==> config.mk <==
export PLATFORM = sky130hd
export DESIGN_NAME = mul_seq
export DESIGN_NICKNAME = d
export VERILOG_FILES = /design/src/rtl/mul_seq.sv
export SDC_FILE = /design/constraint.sdc
export NUM_CORES = 1
export LEC_CHECK = 0
export BUFFER_PORTS_ARGS = -buffer_cell sky130_fd_sc_hd__buf_2
export CORE_AREA = 2 2 39 41
export DETAILED_ROUTE_END_ITERATION = 10
export DIE_AREA = 0 0 41 43
export PLACE_DENSITY = 0.7
export SKIP_LAST_GASP = 1
export SYNTH_ARGS = -nofsm -noshare
export SYNTH_HDL_FRONTEND = slang
export SYNTH_SLANG_ARGS = --single-unit
==> constraint.sdc <==
create_clock -name clk -period 2.4 [get_ports clk]
set_input_delay 0.48 -clock clk [delete_from_list [all_inputs] [get_ports clk]]
set_output_delay 0.48 -clock clk [all_outputs]
set_load 0.01 [all_outputs]
==> src/rtl/mul_seq.sv <==
`default_nettype none
// mul_seq: shift-and-add multiply sequencer for an AH/AL accumulator pair and its ALU.
// The product lands in AH:AL a fixed 3+2*WIDTH+1 cycles after start is accepted.
module mul_seq #(
  parameter int WIDTH = 4,
  parameter int CNT_W = 3
) (
  input  logic       clk,
  input  logic       clr,
  input  logic       start,
  input  logic       al_lsb,
  input  logic       alu_carry,
  output logic [1:0] hs,
  output logic [1:0] ls,
  output logic       ah_inen,
  output logic       ah_reset,
  output logic       carry_out,
  output logic       busy,
  output logic       done
);

  typedef enum logic [2:0] {
    IDLE  = 3'd0,
    LOAD  = 3'd1,
    XFER  = 3'd2,
    CLRH  = 3'd3,
    TEST  = 3'd4,
    SHIFT = 3'd5,
    DONE  = 3'd6
  } state_t;

  localparam logic [1:0]       SH_LOAD = 2'b00;
  localparam logic [1:0]       SH_SHR  = 2'b10;
  localparam logic [1:0]       SH_HOLD = 2'b11;
  localparam logic [CNT_W-1:0] LAST    = CNT_W'(WIDTH - 1);

  state_t           state;
  logic [CNT_W-1:0] cnt;
  logic             carry_q;

  always_ff @(posedge clk or posedge clr) begin
    if (clr) begin
      state    <= IDLE;
      cnt      <= '0;
      carry_q  <= 1'b0;
      ah_reset <= 1'b0;
    end else begin
      case (state)
        IDLE: if (start) state <= LOAD;
        LOAD: state <= XFER;
        XFER: begin
          state    <= CLRH;
          ah_reset <= 1'b1;
        end
        CLRH: begin
          ah_reset <= 1'b0;
          cnt      <= '0;
          carry_q  <= 1'b0;
          state    <= TEST;
        end
        TEST: begin
          // Only an actual add may produce a carry into the next shift.
          carry_q <= al_lsb & alu_carry;
          state   <= SHIFT;
        end
        SHIFT: begin
          cnt   <= cnt + 1'b1;
          state <= (cnt == LAST) ? DONE : TEST;
        end
        DONE:    state <= IDLE;
        default: state <= IDLE;
      endcase
    end
  end

  always_comb begin
    hs        = SH_HOLD;
    ls        = SH_HOLD;
    ah_inen   = 1'b0;
    carry_out = 1'b0;
    busy      = (state != IDLE);
    done      = 1'b0;
    case (state)
      LOAD: begin
        hs      = SH_LOAD;
        ah_inen = 1'b1;
      end
      XFER: ls = SH_LOAD;
      TEST: if (al_lsb) hs = SH_LOAD;
      SHIFT: begin
        hs        = SH_SHR;
        ls        = SH_SHR;
        carry_out = carry_q;
      end
      DONE:    done = 1'b1;
      default: ;
    endcase
  end

endmodule
`default_nettype wire

======== Word level (Yosys, flattened, before mapping) ========
Index checks and enable logic that the tools add are counted.
storage, ports and cells
  bits in registers ....................... 8
  bits of input ports ..................... 5
  output and inout bits ................... 9
  word-level logic and storage cells ...... 31
cells by class
  add/subtract/negate cells ............... 1
  equality and inequality tests ........... 8
  mux-type cells .......................... 12
  bitwise operators ....................... 1
  reductions and logical operators ........ 5
operators with widths
  operator                                                          count
  3-bit one-hot mux with 6 select lines                             1
  3-bit by 2-bit == test with 1-bit output (second input constant)  3
  3-bit == test (second input constant)                             3
  2-bit one-hot mux with 3 select lines                             1
  3-bit one-hot mux with 2 select lines                             1
  2-bit nonzero test                                                3
  2-bit two-way mux                                                 2
  1-bit one-hot mux with 2 select lines                             2
  2-bit one-hot mux with 2 select lines                             1
  3-bit by 1-bit adder with 3-bit output (second input constant)    1
  3-bit by 1-bit == test with 1-bit output (second input constant)  1
  3-bit logical NOT                                                 1
  1-bit two-way mux                                                 3
  3-bit two-way mux                                                 1
  3-bit nonzero test                                                1
  2-bit inequality test (second input constant)                     1
  1-bit AND                                                         1

======== Longest topological paths before layout ========
Gate-level depths: netlist of run 1.
  word-level depth ........................ 3
  gate-level depth with buffers ........... 5
  depth with buffers taken out ............ 5

======== Worst setup path after synthesis of run 1 ========
OpenSTA, ideal clock, no wires.
  kind .................................... register to output
  from .................................... register state[1]
  to ...................................... output port carry_out
  arrival ................................. 0.875 ns
  required time ........................... 1.920 ns
  path slack .............................. 1.045 ns
  cell stages (with the launch flop) ...... 3
  buffers on the path ..................... 1
  path through ............................ dfrtp_1 buf_4 nor3b_1
on the way
  longest elaborated chain between the ends .. 2
RTL lines
  item                    RTL line  source
  from (decl)             37        state_t state;
  from (signal assigned)  68        state <= (cnt == LAST) ? DONE : TEST;
  3-bit == test           83        case (state)
  1-bit two-way mux       83
  to (decl)               17        output logic carry_out,
No other way between the ends.

======== Worst setup path after layout of run 1 ========
  from .................................... register state[2]
  to ...................................... output port ls[0]
on the way
  longest elaborated chain between the ends .. 2
  elaborated cells on any way between the ends .. 3
  those cells by class .................... eq/ne: 2; mux: 1
RTL lines
  item                                                                              RTL line  source
  3-bit == test / 3-bit by 2-bit == test with 1-bit output (equally long branches)  83
  2-bit one-hot mux with 2 select lines *                                           83
  to (decl)                                                                         14        output logic [1:0] ls,
Mark *: on every way between the ends. The rest lies on a longest branch, timed or not.

==> tab_implementation.tex, run 1 <==
\begin{tabular}{lr}
\hline
Metric & Value \\
\hline
\multicolumn{2}{l}{\textbf{Status}} \\
Run status & completed \\
\multicolumn{2}{l}{\textbf{Detailed routing}} \\
Vias per std cell & roughly 4.9 \\
DRT Pass-1 Iters & 4 \\
Number of DRC markers in iteration 0 & 7 \\
Routed WL & around 900 microns \\
DRC & 0 \\
Vias post-DR & 403 \\
Wire per inst & between 10 and 15 microns \\
Post-route antenna net violation count & 0 \\
\multicolumn{2}{l}{\textbf{STA}} \\
Ratio of final minimum period to clock period & between 70\% and 80\% \\
Worst Clk Skew & about 0.0036 ns \\
Summed negative setup slack over all endpoints & 0 ns \\
Final setup violation count & 0 \\
Achievable clock frequency & between 500 and 600 MHz \\
Final critical delay including setup and external delays & between 1.5 and 2 ns \\
Tightest Pin Transition & $\sim$0.4 ns \\
RSZ-0062 raised after global routing & no \\
Remaining max-slew budget at the tightest pin & 73.6\% \\
Final count of hold timing violations & 0 \\
Pins Over Slew Limit & 0 \\
\multicolumn{2}{l}{\textbf{Floorplan}} \\
Height of the chip & roughly 43 microns \\
Die boundary width & between 40 and 50 microns \\
Row count & 14 \\
Starting Density & 34.1\% \\
Number of I/O pins & 14 \\
Total die area & approximately 1800 sq um \\
Floorplan core area & 1380 sq um \\
\multicolumn{2}{l}{\textbf{CTS}} \\
Clock latency at the later pin of the worst-skew pair & roughly 0.25 ns \\
H-tree lvl count & 1 \\
Total setup buffers inserted after CTS & 0 \\
Max Buffers Root-to-Sink & 2 \\
Number of gates resized after CTS & 0 \\
Number of buffers created by CTS & 3 \\
Hold buffer count at cts & 0 \\
Cell at the root of the clock tree & clkbuf\_4 \\
Clk pin slew, worst setup/hold paths & approximately 0.050 ns \\
Sink Count & 8 \\
Clock tree from TritonCTS & done \\
\multicolumn{2}{l}{\textbf{Cells and area}} \\
Commonest cells after routing, fill and taps aside & buf\_2 (13), nand2\_1 (8), dfrtp\_1 (8) \\
Ant. Diodes & 0 \\
Layout-stage area growth over the synthesis result & 20.2\% \\
Fillers & $\sim$150 \\
Fraction of final layout cells with drive strength greater than 1 & a little under a third \\
Final cell area excluding filler cells & $\sim$570 sq um \\
Number of nets in the layout & 76 \\
Leading cell type in the layout, fill and taps excluded & buf\_2 \\
\multicolumn{2}{l}{\textbf{Worst setup path}} \\
Endpoint type of the worst setup path & output pin \\
Type of the worst setup path & flop to output pin \\
Crit path launch type & flop \\
CP Data Required Time & approximately 1.9 ns \\
Top fanout value on the critical path & 13 \\
Data arrival time of the worst path & 1.44 ns \\
\multicolumn{2}{l}{\textbf{Flow run}} \\
Max-capacitance violation count & 0 \\
\multicolumn{2}{l}{\textbf{Place}} \\
Post-placement cell area & $\sim$540 sq um \\
Count of buffers from port buffering & 13 \\
Placed wire-length estimate & 680 microns \\
Routability congestion estimate & 0.755 \\
\multicolumn{2}{l}{\textbf{Global routing}} \\
GRT Residual Overflow & 0 \\
Pin count of the biggest net entering global routing & 15 \\
Met2 routing resource usage after global routing & approximately 18\% \\
Met1 GRT Util & between 10\% and 20\% \\
All-layer global routing usage & a little over an eighth \\
Global-route wire length before repair & approximately 1.5 mm \\
Highest-utilization routing layer at the global route stage & met1 \\
Met3 routing resource usage after global routing & approximately 2.1\% \\
Vias in the first global route & 368 \\
Antenna violations before repair & 0 \\
\multicolumn{2}{l}{\textbf{Logic synthesis}} \\
Count of distinct cell types in the synthesized netlist & 26 \\
FF+latch count, synth & 8 \\
Synthesized area divided by synthesized cell count & just under 9 sq um \\
Most area-consuming cells after synthesis & dfrtp\_1 (42\%), nand2\_1 (6.4\%), ha\_1 (5.3\%) \\
Number of instances in the synthesized netlist & between 50 and 60 \\
Post-Synthesis Net Count & 60 \\
Warning count from the yosys run & 0 \\
Cell taking the most area after synthesis & dfrtp\_1 \\
Cell area after technology mapping & about 470 sq um \\
Portion of synthesized cell area occupied by the leading cell type & 42.4\% \\
Post-synthesis sequential area ratio & between 40\% and 50\% \\
\multicolumn{2}{l}{\textbf{Power and ir drop}} \\
Pwr per Cell Area & approximately 1400 nW/um\^{}2 \\
Peak ir drop on the vdd network & 535 uV \\
Static Leakage & 0.000294 uW \\
\multicolumn{2}{l}{\textbf{Worst hold path}} \\
Kind of path behind the tightest hold check & input port to async pin \\
\hline
\end{tabular}
-- worst max-delay path, cell delays in order, from the launching register on --
cell and delay (ns):
dfrtp_1 0.50, nand2b_1 0.26, nor2_1 0.22, a21oi_1 0.06
buf_2 0.15
-- layout make-up --
type	instances	area [sq um]	area share, %
repair buffers	13	65.1	11.5
well taps	16	20.0	3.53
flip-flops and latches	8	200	35.3
multi-input cells	38	240	42.4
clock buffers	3	22.5	3.97
inverters	5	18.8	3.31
-- per-layer routing --
metal  up-vias  wire length, microns
met5         -                     0
met2        20                   384
li1        212                     -
met1       169                   432
met4         0                    10
met3         2                    74
-- registers in the layout, summed over array words and instances (netlist names) --
name and flops:
ah_reset 1, carry_q 1, cnt 3, state 3
-- through the flow --
step           setup WS (ns)  utilization [%]  power, uW  hold WS (ns)  cells
2_1_floorplan           1.05                -        586         0.296     53
3_3_place_gp           0.786             39.3        690         0.432     80
3_5_place_dp           0.750             39.3        696         0.439     80
4_1_cts                0.462             41.0        803         0.162     83
5_1_grt                0.345             41.0        882         0.188     83
6_report               0.483             41.0        791         0.160     83
-- cell families (layout without fill, tap and decap cells) --
| group | Yosys count | in the layout | share of synthesized area [%] |
|---|---|---|---|
| DFF | 8 | 8 | 42.4 |
| AOI/OAI and AO/OA | 10 | 10 | 15.9 |
| muxes | 2 | 2 | 4.51 |
| adders and majority gates | 2 | 2 | 5.30 |
| buffers and inverters | 7 | 21 | 6.63 |
| and+or+nand+nor | 24 | 24 | 25.2 |
-- cells in the mapped netlist (all sizes together) --
| master | number |
|---|---|
| o21bai | 1 |
| buf | 2 |
| mux2 | 1 |
| ha | 2 |
| dfrtp | 8 |
| and3 | 2 |
| a21oi | 2 |
| nand3 | 1 |
| or3 | 1 |
| nand2 | 9 |
| inv | 5 |
| or2 | 1 |
| nor2b | 1 |
| mux2i | 1 |
| nor3b | 1 |
| a21bo | 1 |
| nor2 | 3 |
| nand2b | 2 |
| a211oi | 2 |
| a32oi | 1 |
| o21ai | 1 |
| a21o | 2 |
| nor3 | 3 |
-- worst paths after layout --
| kind | startpoint | to | slack, ns | cells after the start |
|---|---|---|---|---|
| worst max-delay path | state[2] | ls[0] | 0.48 | 4 |
| worst min-delay path | clr | state[0] | 0.16 | 2 |
| worst max register to register | cnt[0] | cnt[2] | 1.05 | 4 |
| worst min register to register | ah_reset | ah_reset | 0.48 | 1 |
| max in group asynchronous | clr | cnt[2] | 2.01 | 2 |
| min in group clk | ah_reset | ah_reset | 0.48 | 1 |
-- where the power goes --
| group | switching, uW | internal (uW) | total [uW] | leakage, uW |
|---|---|---|---|---|
| Sequential | 95.5 | 202 | 297 | 0.0000977 |
| Clock | 43.4 | 57.1 | 100 | 0.0000138 |
| Combinational | 204 | 189 | 393 | 0.000183 |
| Total | 343 | 448 | 791 | 0.000294 |
Note: power is estimated with default switching activity, not from simulation.
==> run 2, diff against run 1 <==
--- a/config.mk
+++ b/config.mk
@@ -9,7 +9,7 @@
 export CORE_AREA = 2 2 39 41
 export DETAILED_ROUTE_END_ITERATION = 10
 export DIE_AREA = 0 0 41 43
-export PLACE_DENSITY = 0.7
+export PLACE_DENSITY = 0.73
 export SKIP_LAST_GASP = 1
 export SYNTH_ARGS = -nofsm -noshare
 export SYNTH_HDL_FRONTEND = slang
==> constraint.sdc (replaced) <==
create_clock -name clk -period 1.61 [get_ports clk]
set_input_delay 0.322 -clock clk [delete_from_list [all_inputs] [get_ports clk]]
set_output_delay 0.322 -clock clk [all_outputs]
set_load 0.01 [all_outputs]
==> run 2 against run 1 <==
  * First-iteration DRC count rose by 100%
  * Global-route usage decreased by 0.13 points
  * Largest power group unchanged
  * Cell count increased by 3.6%
  * Hold slack worse by 0.15 ns
  * Critical path depth stayed put
==> tab_implementation.tex, run 2 (synthesized netlist as in run 1, its figures left out) <==
\begin{tabular}{lr}
\hline
Metric & Value \\
\hline
\multicolumn{2}{l}{\textbf{Floorplan}} \\
Number of I/O pins & 14 (unchanged) \\
Floorplan core area & 1380 sq um (unchanged) \\
Row count & 14 (unchanged) \\
Die boundary width & 41 microns (unchanged) \\
Total die area & 1760 sq um (unchanged) \\
Starting Density & 34.1\% (unchanged) \\
Height of the chip & 43 microns (unchanged) \\
\multicolumn{2}{l}{\textbf{Detailed routing}} \\
Post-route antenna net violation count & 0 (unchanged) \\
DRT Pass-1 Iters & 4 (unchanged) \\
Number of DRC markers in iteration 0 & 14 (+7) \\
DRC & 0 (unchanged) \\
Wire per inst & 11.5 microns (+5.9\%) \\
Routed WL & 989 microns (+9.8\%) \\
Vias per std cell & 4.81 (-0.85\%) \\
Vias post-DR & 414 (+2.7\%) \\
\multicolumn{2}{l}{\textbf{Place}} \\
Post-placement cell area & 567 sq um (+4.1\%) \\
Placed wire-length estimate & 731 microns (+7.5\%) \\
Routability congestion estimate & 0.703 (-6.9\%) \\
Pre-CTS WS & 0.259 ns (-0.491 ns) \\
Count of buffers from port buffering & 13 (unchanged) \\
\multicolumn{2}{l}{\textbf{Global routing}} \\
Antenna violations before repair & 0 (unchanged) \\
All-layer global routing usage & 13.2\% (-0.13 points) \\
GRT Residual Overflow & 0 (unchanged) \\
Vias in the first global route & 381 (+3.5\%) \\
Pin count of the biggest net entering global routing & 12 (-3) \\
Global-route wire length before repair & 1.57 mm (+2.7\%) \\
\multicolumn{2}{l}{\textbf{Power and ir drop}} \\
Sw Share & 42.9\% (-0.54 points) \\
Share of power burned in registers & 31.9\% (-5.7 points) \\
Clock network power share & 11.7\% (-1.0 points) \\
Combinational share of power & 56.4\% (+6.7 points) \\
Reported net switching power & 552 uW (+61\%) \\
Pwr per Cell Area & 2100 nW/um\^{}2 (+51\%) \\
Internal power consumption & 736 uW (+64\%) \\
Total power of the final layout & 1290 uW (+63\%) \\
Static Leakage & 0.000311 uW (+5.6\%) \\
Peak ir drop on the vdd network & 919 uV (+72\%) \\
\multicolumn{2}{l}{\textbf{Worst setup path}} \\
Start of the worst register-to-register path & cnt[0] \\
Endpoint type of the worst setup path & output pin \\
Origin of the worst setup path & state[2] \\
Data arrival time of the worst path & 1.22 ns (-0.22 ns) \\
Cell count of the worst reg-to-reg path & 4 (unchanged) \\
R2r endpoint & cnt[2] \\
Type of the worst setup path & flop to output pin \\
Minimum setup slack among reg-to-reg paths & 0.26 ns (-0.79 ns) \\
CP Data Required Time & 1.29 ns (-0.63 ns) \\
Top fanout value on the critical path & 4 (-9) \\
Crit path launch type & flop \\
\multicolumn{2}{l}{\textbf{Flow run}} \\
Max-capacitance violation count & 0 (unchanged) \\
\multicolumn{2}{l}{\textbf{CTS}} \\
Cell at the root of the clock tree & clkbuf\_4 \\
Number of buffers created by CTS & 3 (unchanged) \\
Sink Count & 8 (unchanged) \\
Clock latency at the later pin of the worst-skew pair & 0.25 ns (about the same) \\
Max Buffers Root-to-Sink & 2 (unchanged) \\
Clock tree from TritonCTS & done \\
Clk pin slew, worst setup/hold paths & 0.05 ns (about the same) \\
H-tree lvl count & 1 (unchanged) \\
Total setup buffers inserted after CTS & 0 (unchanged) \\
\multicolumn{2}{l}{\textbf{Cells and area}} \\
Total area of sequential cells & 203 sq um (+1.2\%) \\
Final cell area excluding filler cells & 613 sq um (+8.2\%) \\
Fillers & 141 (-4.7\%) \\
Number of nets in the layout & 79 (+3.9\%) \\
Largest registers ranked by flip-flop count & cnt: 3 flops, state: 3 flops \\
Ant. Diodes & 0 (unchanged) \\
Layout-stage area growth over the synthesis result & 30.0\% \\
Commonest cells after routing, fill and taps aside & buf\_2 (13), nand2\_1 (8), dfrtp\_1 (6) \\
Fraction of final layout cells with drive strength greater than 1 & 41.4\% (+10 points) \\
Leading cell type in the layout, fill and taps excluded & buf\_2 \\
Area of the multi-input gates & 255 sq um (+6.3\%) \\
\multicolumn{2}{l}{\textbf{STA}} \\
Final count of hold timing violations & 0 (unchanged) \\
Ratio of final minimum period to clock period & 95.8\% \\
Setup slack after layout & 0.0674 ns (-0.415 ns) \\
Worst Clk Skew & 0.000612 ns (-0.00299 ns) \\
Pins Over Slew Limit & 0 (unchanged) \\
Achievable clock frequency & roughly 650 MHz \\
Tightest Pin Transition & 0.310 ns (-0.0869 ns) \\
RSZ-0062 raised after global routing & yes \\
Final critical delay including setup and external delays & around 1.5 ns \\
Remaining max-slew budget at the tightest pin & 79.3\% (+5.8 points) \\
Final setup violation count & 0 (unchanged) \\
\multicolumn{2}{l}{\textbf{Worst hold path}} \\
Kind of path behind the tightest hold check & input port to async pin \\
\multicolumn{2}{l}{\textbf{Status}} \\
Run status & completed \\
\hline
\end{tabular}
## run 2: changes by cell type in the layout (fill, tap and decap cells not counted)
| cell | previous run | this run |
|---|---|---|
| buf_4 | 0 | 2 |
| dfrtp_2 | 0 | 2 |
| nor3b_2 | 0 | 1 |
| nor3b_1 | 1 | 0 |
| inv_2 | 1 | 0 |
| buf_6 | 0 | 1 |
| nor2_1 | 3 | 1 |
| dfrtp_1 | 8 | 6 |
| nor2_4 | 0 | 1 |
| inv_4 | 0 | 1 |
| nor2_2 | 0 | 1 |
## run 2: stage by stage
stage	hold WS [ns]	util, %	setup TNS (ns)	instances
CTS	0.0142	42.6	0	86
global route	0.0361	44.3	-0.0435	86
detailed placement	0.281	41.0	0	83
finish	0.00957	44.3	0	86
floorplan	0.138	-	0	53
global placement	0.280	41.0	0	83
## run 2: power by group through the flow
stage / clock (uW) / combinational [uW] / sequential (uW)
after global routing: 168 / 831 / 430
final: 151 / 726 / 411
after CTS: 155 / 695 / 397
after global placement: 0 / 673 / 397
after detailed placement: 0 / 690 / 401
after floorplan: 0 / 491 / 383
## run 2: area by class of cell
type | instances | area share, %
multi-input combinational | 38 | 41.6
sequential | 8 | 33.1
timing repair buffer | 16 | 14.9
clock buffer | 3 | 3.67
inverter | 5 | 3.47
tap | 16 | 3.27
## run 2: how the worst max path moves through the flow
stage                  end  cells past startpoint
floorplan           cnt[2]                      4
global placement      busy                      4
detailed placement  cnt[2]                      4
CTS                   busy                      4
global route         hs[1]                      4
finish               ls[0]                      4
## run 2: layer usage
metal / share of wire [%] / vias up / global-route usage (%) / wire (microns)
met4: 1.2 / 0 / 8.00 / 12
met1: 47 / 186 / 17.4 / 460
met2: 48 / 12 / 18.8 / 470
met3: 4.7 / 2 / 3.14 / 46
li1: - / 214 / - / -
met5: 0 / - / 0 / 0
## run 2: what timing repair did
item,in CTS,in global routing
setup endpoints to repair,0,6
hold buffers,0,0
gates resized for setup,0,8
hold endpoints to repair,0,0
## run 2: critical path, stage by stage, from the launching register on
cell and delay [ns]:
dfrtp_1 0.39, nand2b_1 0.21, nor2_2 0.17, a21oi_1 0.06, buf_2 0.14
